--- config.mk ---
export PLATFORM = sky130hd
export DESIGN_NAME = calc_sequencer_flat
export DESIGN_NICKNAME = d
export VERILOG_FILES = /design/src/rtl/calc_sequencer_if.sv /design/src/rtl/calc_sequencer.sv /design/src/flat_wrapper.sv
export SDC_FILE = /design/constraint.sdc
export NUM_CORES = 1
export LEC_CHECK = 0
export ABC_AREA = 0
export BUFFER_PORTS_ARGS = -buffer_cell sky130_fd_sc_hd__buf_2
export CORE_MARGIN = 4
export CORE_UTILIZATION = 59
export CTS_CLUSTER_SIZE = 16
export DETAILED_ROUTE_END_ITERATION = 12
export PLACE_DENSITY = 0.87
export SKIP_CTS_REPAIR_TIMING = 1
export SLEW_MARGIN = 5
export SYNTH_ARGS = -nofsm -noshare
export SYNTH_HDL_FRONTEND = slang
export SYNTH_SLANG_ARGS = --single-unit
--- constraint.sdc ---
create_clock -name clk -period 6.85 [get_ports clk]
set_clock_uncertainty 0.15 [all_clocks]
set_input_delay 2.055 -clock clk [delete_from_list [all_inputs] [get_ports clk]]
set_output_delay 2.055 -clock clk [all_outputs]
set_load 0.03 [all_outputs]
--- src/rtl/calc_sequencer_if.sv ---
// Bank-side bus of the calc_sequencer: write strobes, addresses and write data
// toward the 16x8 data/instruction banks, plus their registered read data.
interface calc_sequencer_if #(
  parameter int DATA_W = 8,
  parameter int ADDR_W = 4
);
  logic              data_we;
  logic              inst_we;
  logic [ADDR_W-1:0] data_addr;
  logic [ADDR_W-1:0] inst_addr;
  logic [DATA_W-1:0] data_in;
  logic [DATA_W-1:0] inst_in;
  logic [DATA_W-1:0] data_out;
  logic [DATA_W-1:0] inst_out;

  modport master (
    output data_we, inst_we, data_addr, inst_addr, data_in, inst_in,
    input  data_out, inst_out
  );

  modport slave (
    input  data_we, inst_we, data_addr, inst_addr, data_in, inst_in,
    output data_out, inst_out
  );
endinterface

--- src/rtl/calc_sequencer.sv ---
// Accumulator program sequencer: passes host loads to the banks while idle,
// and on start runs the stored program until HALT or the step limit.
module calc_sequencer #(
  parameter int DATA_W    = 8,
  parameter int ADDR_W    = 4,
  parameter int MAX_STEPS = 255
) (
  input  logic              clk,
  input  logic              rst,
  input  logic              start,
  input  logic              host_data_we,
  input  logic              host_inst_we,
  input  logic [ADDR_W-1:0] host_addr,
  input  logic [DATA_W-1:0] host_wdata,
  calc_sequencer_if.master  mem,
  output logic              busy,
  output logic              done,
  output logic              error,
  output logic [DATA_W-1:0] acc,
  output logic [ADDR_W-1:0] pc,
  output logic              carry
);

  localparam logic [3:0] OP_LOAD  = 4'h0;
  localparam logic [3:0] OP_STORE = 4'h1;
  localparam logic [3:0] OP_ADD   = 4'h2;
  localparam logic [3:0] OP_SUB   = 4'h3;
  localparam logic [3:0] OP_AND   = 4'h4;
  localparam logic [3:0] OP_OR    = 4'h5;
  localparam logic [3:0] OP_XOR   = 4'h6;
  localparam logic [3:0] OP_JZ    = 4'h7;
  localparam logic [3:0] OP_JMP   = 4'h8;
  localparam logic [3:0] OP_HALT  = 4'hF;

  typedef enum logic [2:0] {IDLE, FETCH, DECODE, EXEC, DONE} state_t;

  state_t            state_reg, state_next;
  logic [DATA_W-1:0] acc_reg, acc_next;
  logic [ADDR_W-1:0] pc_reg, pc_next;
  logic              carry_reg, carry_next;
  logic              error_reg, error_next;
  logic [7:0]        step_reg, step_next;
  logic [3:0]        ir_op_reg, ir_op_next;

  logic [3:0]        dec_op;
  logic [ADDR_W-1:0] dec_a;
  logic [DATA_W:0]   sum;
  logic [DATA_W:0]   diff;

  assign dec_op = mem.inst_out[DATA_W-1:DATA_W-4];
  assign dec_a  = mem.inst_out[ADDR_W-1:0];

  always_ff @(posedge clk or negedge rst) begin
    if (!rst) begin
      state_reg <= IDLE;
      acc_reg   <= '0;
      pc_reg    <= '0;
      carry_reg <= 1'b0;
      error_reg <= 1'b0;
      step_reg  <= '0;
      ir_op_reg <= '0;
    end else begin
      state_reg <= state_next;
      acc_reg   <= acc_next;
      pc_reg    <= pc_next;
      carry_reg <= carry_next;
      error_reg <= error_next;
      step_reg  <= step_next;
      ir_op_reg <= ir_op_next;
    end
  end

  always_comb begin
    state_next    = state_reg;
    acc_next      = acc_reg;
    pc_next       = pc_reg;
    carry_next    = carry_reg;
    error_next    = error_reg;
    step_next     = step_reg;
    ir_op_next    = ir_op_reg;
    sum           = {1'b0, acc_reg} + {1'b0, mem.data_out};
    diff          = {1'b0, acc_reg} - {1'b0, mem.data_out};
    mem.data_we   = 1'b0;
    mem.inst_we   = 1'b0;
    mem.data_addr = '0;
    mem.inst_addr = '0;
    mem.data_in   = '0;
    mem.inst_in   = '0;

    case (state_reg)
      IDLE, DONE: begin
        // Host owns the banks; data write takes priority like the bank does.
        mem.data_we   = host_data_we;
        mem.inst_we   = host_inst_we & ~host_data_we;
        mem.data_addr = host_addr;
        mem.inst_addr = host_addr;
        mem.data_in   = host_wdata;
        mem.inst_in   = host_wdata;
        if (start) begin
          pc_next    = '0;
          acc_next   = '0;
          carry_next = 1'b0;
          error_next = 1'b0;
          step_next  = '0;
          state_next = FETCH;
        end
      end
      FETCH: begin
        mem.inst_addr = pc_reg;
        state_next    = DECODE;
      end
      DECODE: begin
        ir_op_next = dec_op;
        step_next  = step_reg + 8'd1;
        if (step_next == 8'(MAX_STEPS) && dec_op != OP_HALT) begin
          error_next = 1'b1;
          state_next = DONE;
        end else begin
          case (dec_op)
            OP_LOAD, OP_ADD, OP_SUB, OP_AND, OP_OR, OP_XOR: begin
              mem.data_addr = dec_a;
              state_next    = EXEC;
            end
            OP_STORE: begin
              mem.data_we   = 1'b1;
              mem.data_addr = dec_a;
              mem.data_in   = acc_reg;
              pc_next       = pc_reg + 1'b1;
              state_next    = FETCH;
            end
            OP_JZ: begin
              pc_next    = (acc_reg == '0) ? dec_a : pc_reg + 1'b1;
              state_next = FETCH;
            end
            OP_JMP: begin
              pc_next    = dec_a;
              state_next = FETCH;
            end
            OP_HALT: state_next = DONE;
            default: begin
              pc_next    = pc_reg + 1'b1;
              state_next = FETCH;
            end
          endcase
        end
      end
      EXEC: begin
        case (ir_op_reg)
          OP_LOAD: acc_next = mem.data_out;
          OP_ADD: begin
            acc_next   = sum[DATA_W-1:0];
            carry_next = sum[DATA_W];
          end
          OP_SUB: begin
            acc_next   = diff[DATA_W-1:0];
            carry_next = diff[DATA_W];
          end
          OP_AND:  acc_next = acc_reg & mem.data_out;
          OP_OR:   acc_next = acc_reg | mem.data_out;
          OP_XOR:  acc_next = acc_reg ^ mem.data_out;
          default: acc_next = acc_reg;
        endcase
        pc_next    = pc_reg + 1'b1;
        state_next = FETCH;
      end
      default: state_next = IDLE;
    endcase

    // Bank strobes must drop the moment reset asserts, not at the next edge.
    if (!rst) begin
      mem.data_we   = 1'b0;
      mem.inst_we   = 1'b0;
      mem.data_addr = '0;
      mem.inst_addr = '0;
      mem.data_in   = '0;
      mem.inst_in   = '0;
    end
  end

  assign busy  = (state_reg == FETCH) || (state_reg == DECODE) || (state_reg == EXEC);
  assign done  = (state_reg == DONE);
  assign error = error_reg;
  assign acc   = acc_reg;
  assign pc    = pc_reg;
  assign carry = carry_reg;

endmodule

--- src/flat_wrapper.sv ---
// flat-port wrapper written by rule: the top's interface ports become plain ports
module calc_sequencer_flat 
#(
  parameter int DATA_W    = 8,
  parameter int ADDR_W    = 4,
  parameter int MAX_STEPS = 255
)
  (clk, rst, start, host_data_we, host_inst_we, host_addr, host_wdata, busy, done, error, acc, pc, carry, mem_data_we, mem_inst_we, mem_data_addr, mem_inst_addr, mem_data_in, mem_inst_in, mem_data_out, mem_inst_out);
  calc_sequencer_if #(.DATA_W(DATA_W), .ADDR_W(ADDR_W)) mem_i ();
  input  logic clk;
  input  logic rst;
  input  logic start;
  input  logic host_data_we;
  input  logic host_inst_we;
  input  logic [ADDR_W-1:0] host_addr;
  input  logic [DATA_W-1:0] host_wdata;
  output logic busy;
  output logic done;
  output logic error;
  output logic [DATA_W-1:0] acc;
  output logic [ADDR_W-1:0] pc;
  output logic carry;
  output wire logic [$bits(mem_i.data_we)-1:0] mem_data_we;
  output wire logic [$bits(mem_i.inst_we)-1:0] mem_inst_we;
  output wire logic [$bits(mem_i.data_addr)-1:0] mem_data_addr;
  output wire logic [$bits(mem_i.inst_addr)-1:0] mem_inst_addr;
  output wire logic [$bits(mem_i.data_in)-1:0] mem_data_in;
  output wire logic [$bits(mem_i.inst_in)-1:0] mem_inst_in;
  input wire logic [$bits(mem_i.data_out)-1:0] mem_data_out;
  input wire logic [$bits(mem_i.inst_out)-1:0] mem_inst_out;
  assign mem_data_we = mem_i.data_we;
  assign mem_inst_we = mem_i.inst_we;
  assign mem_data_addr = mem_i.data_addr;
  assign mem_inst_addr = mem_i.inst_addr;
  assign mem_data_in = mem_i.data_in;
  assign mem_inst_in = mem_i.inst_in;
  assign mem_i.data_out = mem_data_out;
  assign mem_i.inst_out = mem_inst_out;
  calc_sequencer #(.DATA_W(DATA_W), .ADDR_W(ADDR_W), .MAX_STEPS(MAX_STEPS)) u_core (.clk(clk), .rst(rst), .start(start), .host_data_we(host_data_we), .host_inst_we(host_inst_we), .host_addr(host_addr), .host_wdata(host_wdata), .mem(mem_i), .busy(busy), .done(done), .error(error), .acc(acc), .pc(pc), .carry(carry));
endmodule
== Word level (Yosys, flattened, before mapping) ==
Cells that the tools add are included.
W data, S select, Z words.
Word-level totals
  register bits: 29
  bits of input ports: 33
Cells by class
  reductions and logical operators: 19
  muxes and demuxes: 36
  equal/unequal tests: 26
  bitwise gates (word level): 5
  $add $sub $neg: 4
Operator list (count)
  $mux W8: 6
  $pmux W8 S2: 3
  $pmux W8 S6: 1
  $eq A4 B3 Y1 const B: 7
  $mux W4: 7
  $pmux W4 S3: 2
  $eq A4 B2 Y1 const B: 4
  $pmux W4 S2: 2
  $reduce_or A7 Y1: 2
  $pmux W3 S4: 1
  $add A8 B8 Y9: 1
  $reduce_and A3 Y1: 3
  $sub A8 B8 Y9: 1
  $add A8 B1 Y8 const B: 1
  $and A8 B8 Y8: 1
  $eq A4 B4 Y1 const B: 2
  $eq A8 B8 Y1 const B: 1
  $logic_not A4 Y1: 2
  $logic_not A8 Y1: 1
  $or A8 B8 Y8: 1
  $pmux W1 S2: 4
  $xor A8 B8 Y8: 1
  $mux W1: 7
  $ne A7 B7 Y1 const B: 1
  other kinds (22): 28

== Logic depth before layout (Yosys ltp) ==
Gate-level depths: netlist of run 1.
  depth in word-level cells: 6
  mapped depth: 9

== Worst setup path before layout of run 1 ==
No wires, ideal clock.
  path type: input to output
  from: in mem_inst_out[6]
  to: out mem_data_addr[0]
  setup slack: 1684 ps
  path buffers: 0
  data required time: 4645 ps
  arrival: 2961 ps
  stages: 4
  cell sequence: and3_1 -> nor2_1 -> a32oi_1 -> nor2_1
On the way
  cells in the longest elaborated chain, start to end: 6
  elaborated cells between the ends (all ways): 14
RTL lines
  from (decl): RTL line flat_wrapper.sv:30  | input wire logic [$bits(mem_i.inst_out)-1:0] mem_inst_out;
  $eq A4 B1 Y1 (tied with other cells): RTL line calc_sequencer.sv:119  | case (dec_op)
  $reduce_or A7 Y1 (no source line)
  $mux W4: RTL line calc_sequencer.sv:119
  $mux W4 *: RTL line calc_sequencer.sv:115  | if (step_next == 8'(MAX_STEPS) && dec_op != OP_HALT) begin
  $pmux W4 S2 *: RTL line calc_sequencer.sv:90  | case (state_reg)
  $mux W4 *: RTL line calc_sequencer.sv:170  | if (!rst) begin
  to (decl): RTL line flat_wrapper.sv:25  | output wire logic [$bits(mem_i.data_addr)-1:0] mem_data_addr;
Every way passes the cells marked *; elsewhere a longest branch is shown, timed or not.

== Final worst setup path of run 1 ==
  from: in mem_inst_out[5]
  to: out mem_data_in[6]
On the way
  cells in the longest elaborated chain, start to end: 5
  elaborated cells between the ends (all ways): 7
RTL lines
  $eq A4 B1 Y1 or $ne A4 B4 Y1 (tied branches): RTL line calc_sequencer.sv:119, calc_sequencer.sv:115
  $mux W8 or $logic_and A1 B1 Y1 (tied branches): RTL line calc_sequencer.sv:119, calc_sequencer.sv:115
  $mux W8 *: RTL line calc_sequencer.sv:115
  $pmux W8 S2 *: RTL line calc_sequencer.sv:90
  $mux W8 *: RTL line calc_sequencer.sv:170
  to (decl): RTL line flat_wrapper.sv:27  | output wire logic [$bits(mem_i.data_in)-1:0] mem_data_in;
Marked as above.

==> results of run 1 <==
[routing by layer]
| metal | global-route usage, % | vias to the layer above |
|---|---|---|
| met5 | 0 | - |
| met4 | 11.32 | 0 |
| met3 | 5.543 | 25 |
| met2 | 47.48 | 165 |
| met1 | 36.20 | 1576 |
| li1 | - | 1630 |
[final timing paths]
check,startpoint,to,slack (ps),cells after the start
max,mem_inst_out[5],mem_data_in[6],1360,6
min,u_core.carry$_DFFE_PN0P_,u_core.carry$_DFFE_PN0P_,370,2
max reg2reg,u_core.state_reg[0]$_DFFE_PN0P_,u_core.pc[0]$_DFFE_PN0P_,4060,6
min reg2reg,u_core.carry$_DFFE_PN0P_,u_core.carry$_DFFE_PN0P_,370,2
max in group asynchronous,rst,u_core.error$_DFFE_PN0P_,4560,2
min in group asynchronous,rst,u_core.acc[6]$_DFFE_PN0P_,1680,2
[kinds of logic after synthesis]
group                      count (synthesis)  synth area share [%]
and+or+nand+nor                          158                 26.93
adders and majority gates                 29                 11.92
DFF                                       29                 22.90
AOI/OAI and AO/OA                        139                 29.29
muxes                                      1                0.3158
xor gates and xnor gates                   8                 2.211
buffers and inverters                     50                 6.435
[placed cells by master, fill, tap and decap left out, drive strengths merged, types with 3 or more instances in the layout]
cell type / count
buf: 75
a21oi: 39
nand2: 33
o21ai: 32
dfrtp: 29
nor2: 28
inv: 27
ha: 27
nand3: 17
nand2b: 14
nor2b: 12
a21o: 12
and3: 12
nor3: 10
clkbuf: 7
o22ai: 6
a32oi: 6
xnor2: 6
nand4: 5
nor3b: 5
a211oi: 5
o211ai: 5
nand3b: 4
and2: 4
o32ai: 4
or3: 4
a22oi: 3
a31oi: 3
o21bai: 3
[worst min-delay path, stage by stage (launching register included)]
cell and delay (ps):
dfrtp_1 340, nand3_1 60, o21ai_1 70
[final cells by class]
cell class              instances  share of cell area [%]
clock buffers                   7                   2.386
inverters                      27                   2.801
multi-input cells             335                   61.89
flip-flops and latches         29                   20.06
well taps                      70                   2.420
repair buffers                 75                   10.44
[per-stage QoR]
stage	hold WS (ps)	power, mW	std cells
after detailed placement	351.9	1.236	536
after CTS	366.2	1.386	543
after global routing	412.5	1.522	543
final	366.3	1.403	543
after floorplan	343.5	1.015	414
after global placement	347.4	1.209	536
[power groups by stage]
stage               sequential, mW  clock (mW)  combinational, mW
floorplan                    0.333           0              0.682
global placement             0.379           0              0.829
detailed placement           0.382           0              0.853
CTS                          0.380       0.146              0.860
global route                 0.399       0.157              0.966
finish                       0.389       0.144              0.870
==> flow_summary.toml, run 1 <==
[worst_setup_path]
slowest_delay_ps = 340
cp-end-kind = "output port"
crit_chain = "buf_2 > nor2_1 > and3_2 > and3b_1 > a21o_1 > buf_2"
critPathMaxFanout = 8
crit_family = "simple AND/OR/NAND/NOR gates"
cpMostUsedCell = "buf_2"
cpMaxStageDelayCell = "and3b_1"
required_ps = 4640
path_buf_inv = 2
cp-start-kind = "primary input"
arrival_ps = 3280
worstSetupPathType = "in -> out"

[yosys]
ys_types = 64
syn-cell-area_sq_mm = 0.003169
syn_nets = 476
synth_most_common_cell = "a21oi_1"
synth_top_area_share_pct = 22.90
synth_top_cell_by_area = "dfrtp_1"
avgSynthCellArea_sq_um = 7.655
syn_inst = 414
ys.flop_type = "dfrtp_1"
synthArstFlopShare_pct = 100.0
synth_common_cells = "a21oi_1, nand2_1, dfrtp_1"
ys_ff_latch = 29
synthTopCellsByArea = "dfrtp_1, ha_1, a21oi_1"
ys.warnings.count = 0
seq_area_frac_synth_pct = 22.90
synth_edf_count = 0

[place]
post-place-ws_ps = 1405
gp_congestion = 0.9064
place_area_sq_mm = 0.003532
dp_hpwl_mm = 6.802
numPortBuffers = 74

[global_routing]
antenna_found_initial = 0
overflow = 0
grt_max_degree = 40
grt_pass1_vias = 3275
grt_pass1_wl_mm = 15.11
grt_usage_pct = 28.55

[routing]
drt_pass1_iterations = 5
top_layer_used = "met4"
drc = 0
routedLengthMet1_mm = 3.618
drt_iter0_markers = 387
wl_per_cell_um = 16.89
via_per_inst = 6.254
num_vias = 3396
wl_met2_mm = 4.697
wl_met3_um = 679
ant_nets = 0
wirelength_mm = 9.171

[clocking]
clk_pin_slew_ps = 70
cts-root-buf = "clkbuf_8"
htreeDepth = 2
cts_buffer_depth = 2
clock_sinks = 29
cts_buffers = 5
clock_latency_ps = 280
cts_tree = "built"

[timing]
post-route-min-period_ps = 5485
finalSetupViolCount = 0
relSlewSlack_pct = 25.82
worst_pin_slew_ps = 1113
fmax_mhz = 182.3
drv_slew = 0
period_share_pct = 80.08
setup_tns_ps = 0
setup_slack_ps = 1365
hold_viol = 0
rsz0062_at_grt = "no"

[hold_path]
hold_class = "reg -> reg"

[finish]
area_growth_pct = 14.17
layout.nets = 535
diodes = 0
drive_gt1_share_pct = 19.24
multiInputGateArea_sq_mm = 0.002240
fillers = 447
design_area_sq_mm = 0.003618
final_util_pct = 69.96
seq_area_sq_um = 725.7

[die]
core_area_sq_mm = 0.005172
std_cell_rows = 26
initial_utilization_pct = 61.27
num_io_pins = 75
die_w_um = 81.29
die_area_sq_mm = 0.006608
die_h_um = 81.29

[pwr]
leakagePower_nw = 1.788
sequentialPowerShare_pct = 27.7
peakVddDrop_uv = 226.4
p_comb_share_pct = 62.0
cell_internal_pwr_mw = 0.6313
power.net_switching_mw = 0.7717
clkPwrFrac_pct = 10.3
switching_share_pct = 55.01
power_density_mw_per_mm2 = 387.7

[outcome]
status = "complete, no violations"

[job]
cap_violations = 0
(Power assumes the default switching activity.)
==> run 2, diff against run 1 <==
--- a/config.mk
+++ b/config.mk
@@ -8,10 +8,10 @@
 export ABC_AREA = 0
 export BUFFER_PORTS_ARGS = -buffer_cell sky130_fd_sc_hd__buf_2
 export CORE_MARGIN = 4
-export CORE_UTILIZATION = 59
+export CORE_UTILIZATION = 50
 export CTS_CLUSTER_SIZE = 16
 export DETAILED_ROUTE_END_ITERATION = 12
-export PLACE_DENSITY = 0.87
+export PLACE_DENSITY = 0.78
 export SKIP_CTS_REPAIR_TIMING = 1
 export SLEW_MARGIN = 5
 export SYNTH_ARGS = -nofsm -noshare
==> constraint.sdc (replaced) <==
create_clock -name clk -period 4.6 [get_ports clk]
set_clock_uncertainty 0.15 [all_clocks]
set_input_delay 1.38 -clock clk [delete_from_list [all_inputs] [get_ports clk]]
set_output_delay 1.38 -clock clk [all_outputs]
set_load 0.03 [all_outputs]
==> flow_summary.toml, run 2 (synthesis results as in run 1) <==
[outcome]
status = "complete, no violations"

[pwr]
peakVddDrop_uv = 363.6
cell_internal_pwr_mw = 0.9608
p_comb_share_pct = 61.6
clkPwrFrac_pct = 10.9
power_density_mw_per_mm2 = 575.0
power.net_switching_mw = 1.141
sequentialPowerShare_pct = 27.4
switching_share_pct = 54.28
leakagePower_nw = 1.808

[timing]
drv_slew = 0
worst_pin_slew_ps = 1124
rsz0062_at_grt = "no"
hold_viol = 0
setup_slack_ps = 326.7
post-route-min-period_ps = 4273
finalSetupViolCount = 0
fmax_mhz = 234.0
period_share_pct = 92.90
setup_tns_ps = 0
hold_slack_ps = 385.0
relSlewSlack_pct = 25.08

[worst_setup_path]
r2r_end = "u_core.pc[0]$_DFFE_PN0P_"
cp-end-kind = "output port"
cpMaxStageDelayCell = "dfrtp_1"
required_ps = 3070
reg2reg_slack_ps = 1740
crit_chain = "ha_1 > nand4bb_1 > o22ai_1 > a211o_1 > a21oi_2 > and3b_1 > a21o_1 > buf_2"
worstSetupPathType = "reg -> out"
critPathMaxFanout = 9
slowest_delay_ps = 470
arrival_ps = 2740
cp-start-kind = "register"
ff2ff_path_depth = 6
r2r-start = "u_core.state_reg[0]$_DFFE_PN0P_"

[hold_path]
whs_path_depth = 2
hold_class = "reg -> reg"
hold_path_end = "u_core.error$_DFFE_PN0P_"
worstHoldStart = "u_core.error$_DFFE_PN0P_"

[global_routing]
use_met3_pct = 3.763
grt_pass1_vias = 3199
grt_pass1_wl_mm = 14.77
met2_usage_pct = 40.41
grt_max_degree = 40
grt_usage_pct = 23.75
top_usage_layer = "met2"
overflow = 0
gr-usage-met1_pct = 30.29
antenna_found_initial = 0

[die]
std_cell_rows = 28
die_h_um = 87.62
num_io_pins = 75
core_area_sq_mm = 0.006026
die_area_sq_mm = 0.007676
die_w_um = 87.62
initial_utilization_pct = 52.60

[place]
gp_congestion = 0.9661
dp_hpwl_mm = 6.907
numPortBuffers = 74
place_inst = 543
post-place-ws_ps = 554.6

[routing]
num_vias = 3334
wl_per_cell_um = 16.39
via_per_inst = 6.051
drt_pass1_iterations = 4
wirelength_mm = 9.029
drt_iter0_markers = 181
drc = 0
ant_nets = 0

[finish]
finalNonFillerCells = 551
layout.nets = 537
final_common_cell = "buf_2"
final_cell_mix = "buf_2, a21oi_1, nand2_1"
drive_gt1_share_pct = 19.96
area_growth_pct = 15.32
diodes = 0

[clocking]
clk_pin_slew_ps = 60
clock_latency_ps = 280
cts_tree = "built"
cts_buffers = 5
clock_sinks = 29
htreeDepth = 2
cts_buffer_depth = 2
cts-root-buf = "clkbuf_8"

[job]
cap_violations = 0
## run 2: cell types whose count changed in the layout (fill, tap and decap cells not counted), sizes merged
cell and change:
buf +2, clkinv +1
## run 2: worst max-delay path, delay by kind of cell, from the launching register on
kind            cells  cell delay [ps]
compound gates      4              900
simple gates        2              550
flops               1              470
fa+ha+maj           1              350
buf+inv             1              190
## run 2: how the worst max path moves through the flow
stage / depth (start not counted) / to / slack (ps) / from
after CTS: 8 / mem_data_in[4] / 360 / u_core.step_reg[0]$_DFFE_PN0P_
after floorplan: 4 / mem_data_addr[0] / 780 / mem_inst_out[6]
after detailed placement: 6 / mem_data_in[4] / 550 / mem_inst_out[5]
final: 8 / mem_data_in[4] / 330 / u_core.step_reg[0]$_DFFE_PN0P_
after global routing: 8 / mem_data_in[4] / 140 / u_core.step_reg[1]$_DFFE_PN0P_
after global placement: 6 / mem_data_in[3] / 560 / mem_inst_out[5]
## run 2: stage by stage
step	area, sq um	total power, mW	util (%)
final	3655	2.102	60.65
after floorplan	3169	1.511	-
after global placement	3553	1.825	58.97
after detailed placement	3553	1.852	58.97
after CTS	3655	2.090	60.65
after global routing	3655	2.280	60.65
## run 2: cell type report
cell class | count | area (sq um)
clock buffers | 7 | 96.34
clock inverters | 1 | 5.005
fillers | 543 | 2371
inverters | 27 | 101.3
multi-input cells | 335 | 2240
flip-flops and latches | 29 | 725.7
well taps | 75 | 93.84
repair buffers | 77 | 392.9
## run 2: power groups by stage
stage               registers (mW)  clock network (mW)  logic [mW]
floorplan                    0.495                   0        1.02
global placement             0.568                   0        1.26
detailed placement           0.574                   0        1.28
CTS                          0.568               0.237        1.29
global route                 0.601               0.251        1.43
finish                       0.576               0.230        1.30
## run 2: routing by layer
layer	up-vias	wire length, um	share of wire [%]
met5	-	0	0
met4	0	235	2.6
met3	25	525	5.8
met2	116	4490	50
met1	1570	3777	42
li1	1623	-	-
==> run 3, diff against run 2 <==
==> constraint.sdc (replaced) <==
create_clock -name clk -period 4.6 [get_ports clk]
set_clock_uncertainty 0.15 [all_clocks]
set_input_delay 0.92 -clock clk [delete_from_list [all_inputs] [get_ports clk]]
set_output_delay 0.92 -clock clk [all_outputs]
set_load 0.03 [all_outputs]
==> flow_summary.toml, run 3 (synthesis results as in run 1) <==
[outcome]
status = "complete, no violations"

[worst_setup_path]
reg2reg_slack_ps = 1780
worstSetupPathType = "reg -> out"
cp-end-kind = "output port"
critPathMaxFanout = 9
required_ps = 3530
r2r-start = "u_core.state_reg[0]$_DFFE_PN0P_"
arrival_ps = 2760
ff2ff_path_depth = 6
r2r_end = "u_core.pc[0]$_DFFE_PN0P_"
cp-start-kind = "register"

[die]
die_h_um = 87.62
die_w_um = 87.62
initial_utilization_pct = 52.60
std_cell_rows = 28
die_area_sq_mm = 0.007676
core_area_sq_mm = 0.006026
num_io_pins = 75

[hold_path]
whs_path_depth = 2
hold_class = "reg -> reg"
hold_path_end = "u_core.carry$_DFFE_PN0P_"
worstHoldStart = "u_core.carry$_DFFE_PN0P_"

[routing]
ant_nets = 0
drt_iter0_markers = 281
via_per_inst = 6.117
num_vias = 3358
drt_pass1_iterations = 5
drc = 0
wl_per_cell_um = 16.39
wirelength_mm = 9.000

[pwr]
p_total_mw = 2.139
leakagePower_nw = 1.801
peakVddDrop_uv = 362.6
power_density_mw_per_mm2 = 584.6

[global_routing]
antenna_found_initial = 0
grt_pass1_vias = 3195
grt_usage_pct = 23.50
overflow = 0
grt_max_degree = 40
grt_pass1_wl_mm = 14.74

[timing]
worst_pin_slew_ps = 1132
post-route-min-period_ps = 3832
rsz0062_at_grt = "no"
setup_tns_ps = 0
fmax_mhz = 261.0
drv_slew = 0
hold_slack_ps = 402.6
hold_viol = 0
relSlewSlack_pct = 24.55
finalSetupViolCount = 0
period_share_pct = 83.31

[place]
numPortBuffers = 74
place_area_sq_mm = 0.003538
dp_hpwl_mm = 6.907
gp_congestion = 0.9407

[finish]
design_area_sq_mm = 0.003659
layout.nets = 535
final_util_pct = 60.71
fillers = 556
drive_gt1_share_pct = 19.62
area_growth_pct = 15.44
final_cell_mix = "buf_2, a21oi_1, nand2_1"
diodes = 0
final_common_cell = "buf_2"

[clocking]
htreeDepth = 2
cts_buffer_depth = 2
cts_tree = "built"
cts_buffers = 5
clock_sinks = 29
clock_latency_ps = 280
cts-root-buf = "clkbuf_8"
clk_pin_slew_ps = 70

[job]
cap_violations = 0
-- run 3: area by class of cell --
cell class,instances,area [sq um],share of cell area [%]
Inverter,27,101.3,2.770
Clock buffer,6,82.58,2.257
Multi-Input combinational cell,335,2240,61.22
Clock inverter,2,37.54,1.026
Sequential cell,29,725.7,19.84
Timing Repair Buffer,75,377.9,10.33
Tap cell,75,93.84,2.565
-- run 3: per-stage QoR --
stage,std cells,setup slack (ps)
2_1_floorplan,414,1487
3_3_place_gp,541,1220
3_5_place_dp,541,1142
4_1_cts,549,826.1
5_1_grt,549,579.6
6_report,549,768.0
-- run 3: layer usage --
layer | vias to the layer above | routed length (um) | global-route usage, %
li1 | 1625 | - | -
met2 | 145 | 4538 | 40.21
met4 | 0 | 138 | 7.252
met5 | - | 0 | 0
met3 | 18 | 586 | 3.293
met1 | 1570 | 3736 | 30.71
-- run 3: worst max-delay path by stage --
stage | start | to | cells past startpoint
after floorplan | u_core.step_reg[0]$_DFFE_PN0P_ | mem_data_in[0] | 8
after global placement | u_core.step_reg[0]$_DFFE_PN0P_ | mem_data_in[3] | 8
after detailed placement | u_core.step_reg[0]$_DFFE_PN0P_ | mem_data_in[7] | 8
after CTS | u_core.step_reg[0]$_DFFE_PN0P_ | mem_data_in[1] | 8
after global routing | u_core.step_reg[0]$_DFFE_PN0P_ | mem_data_in[4] | 8
final | u_core.step_reg[0]$_DFFE_PN0P_ | mem_data_in[1] | 8
-- run 3: critical path: stages (launching register included) --
cell and delay [ps]:
dfrtp_1 470, ha_1 330, nand4bb_1 170, o22ai_1 100, a211o_1 340, a21oi_2 320, and3b_1 390, a21o_1 160
buf_2 190
-- run 3: report_power, final --
part | total (mW) | internal (mW) | switching, mW | leakage (nW)
clock network | 0.278 | 0.176 | 0.102 | 0.0574
logic | 1.28 | 0.489 | 0.792 | 1.36
registers | 0.580 | 0.331 | 0.249 | 0.386
total | 2.14 | 0.996 | 1.14 | 1.80
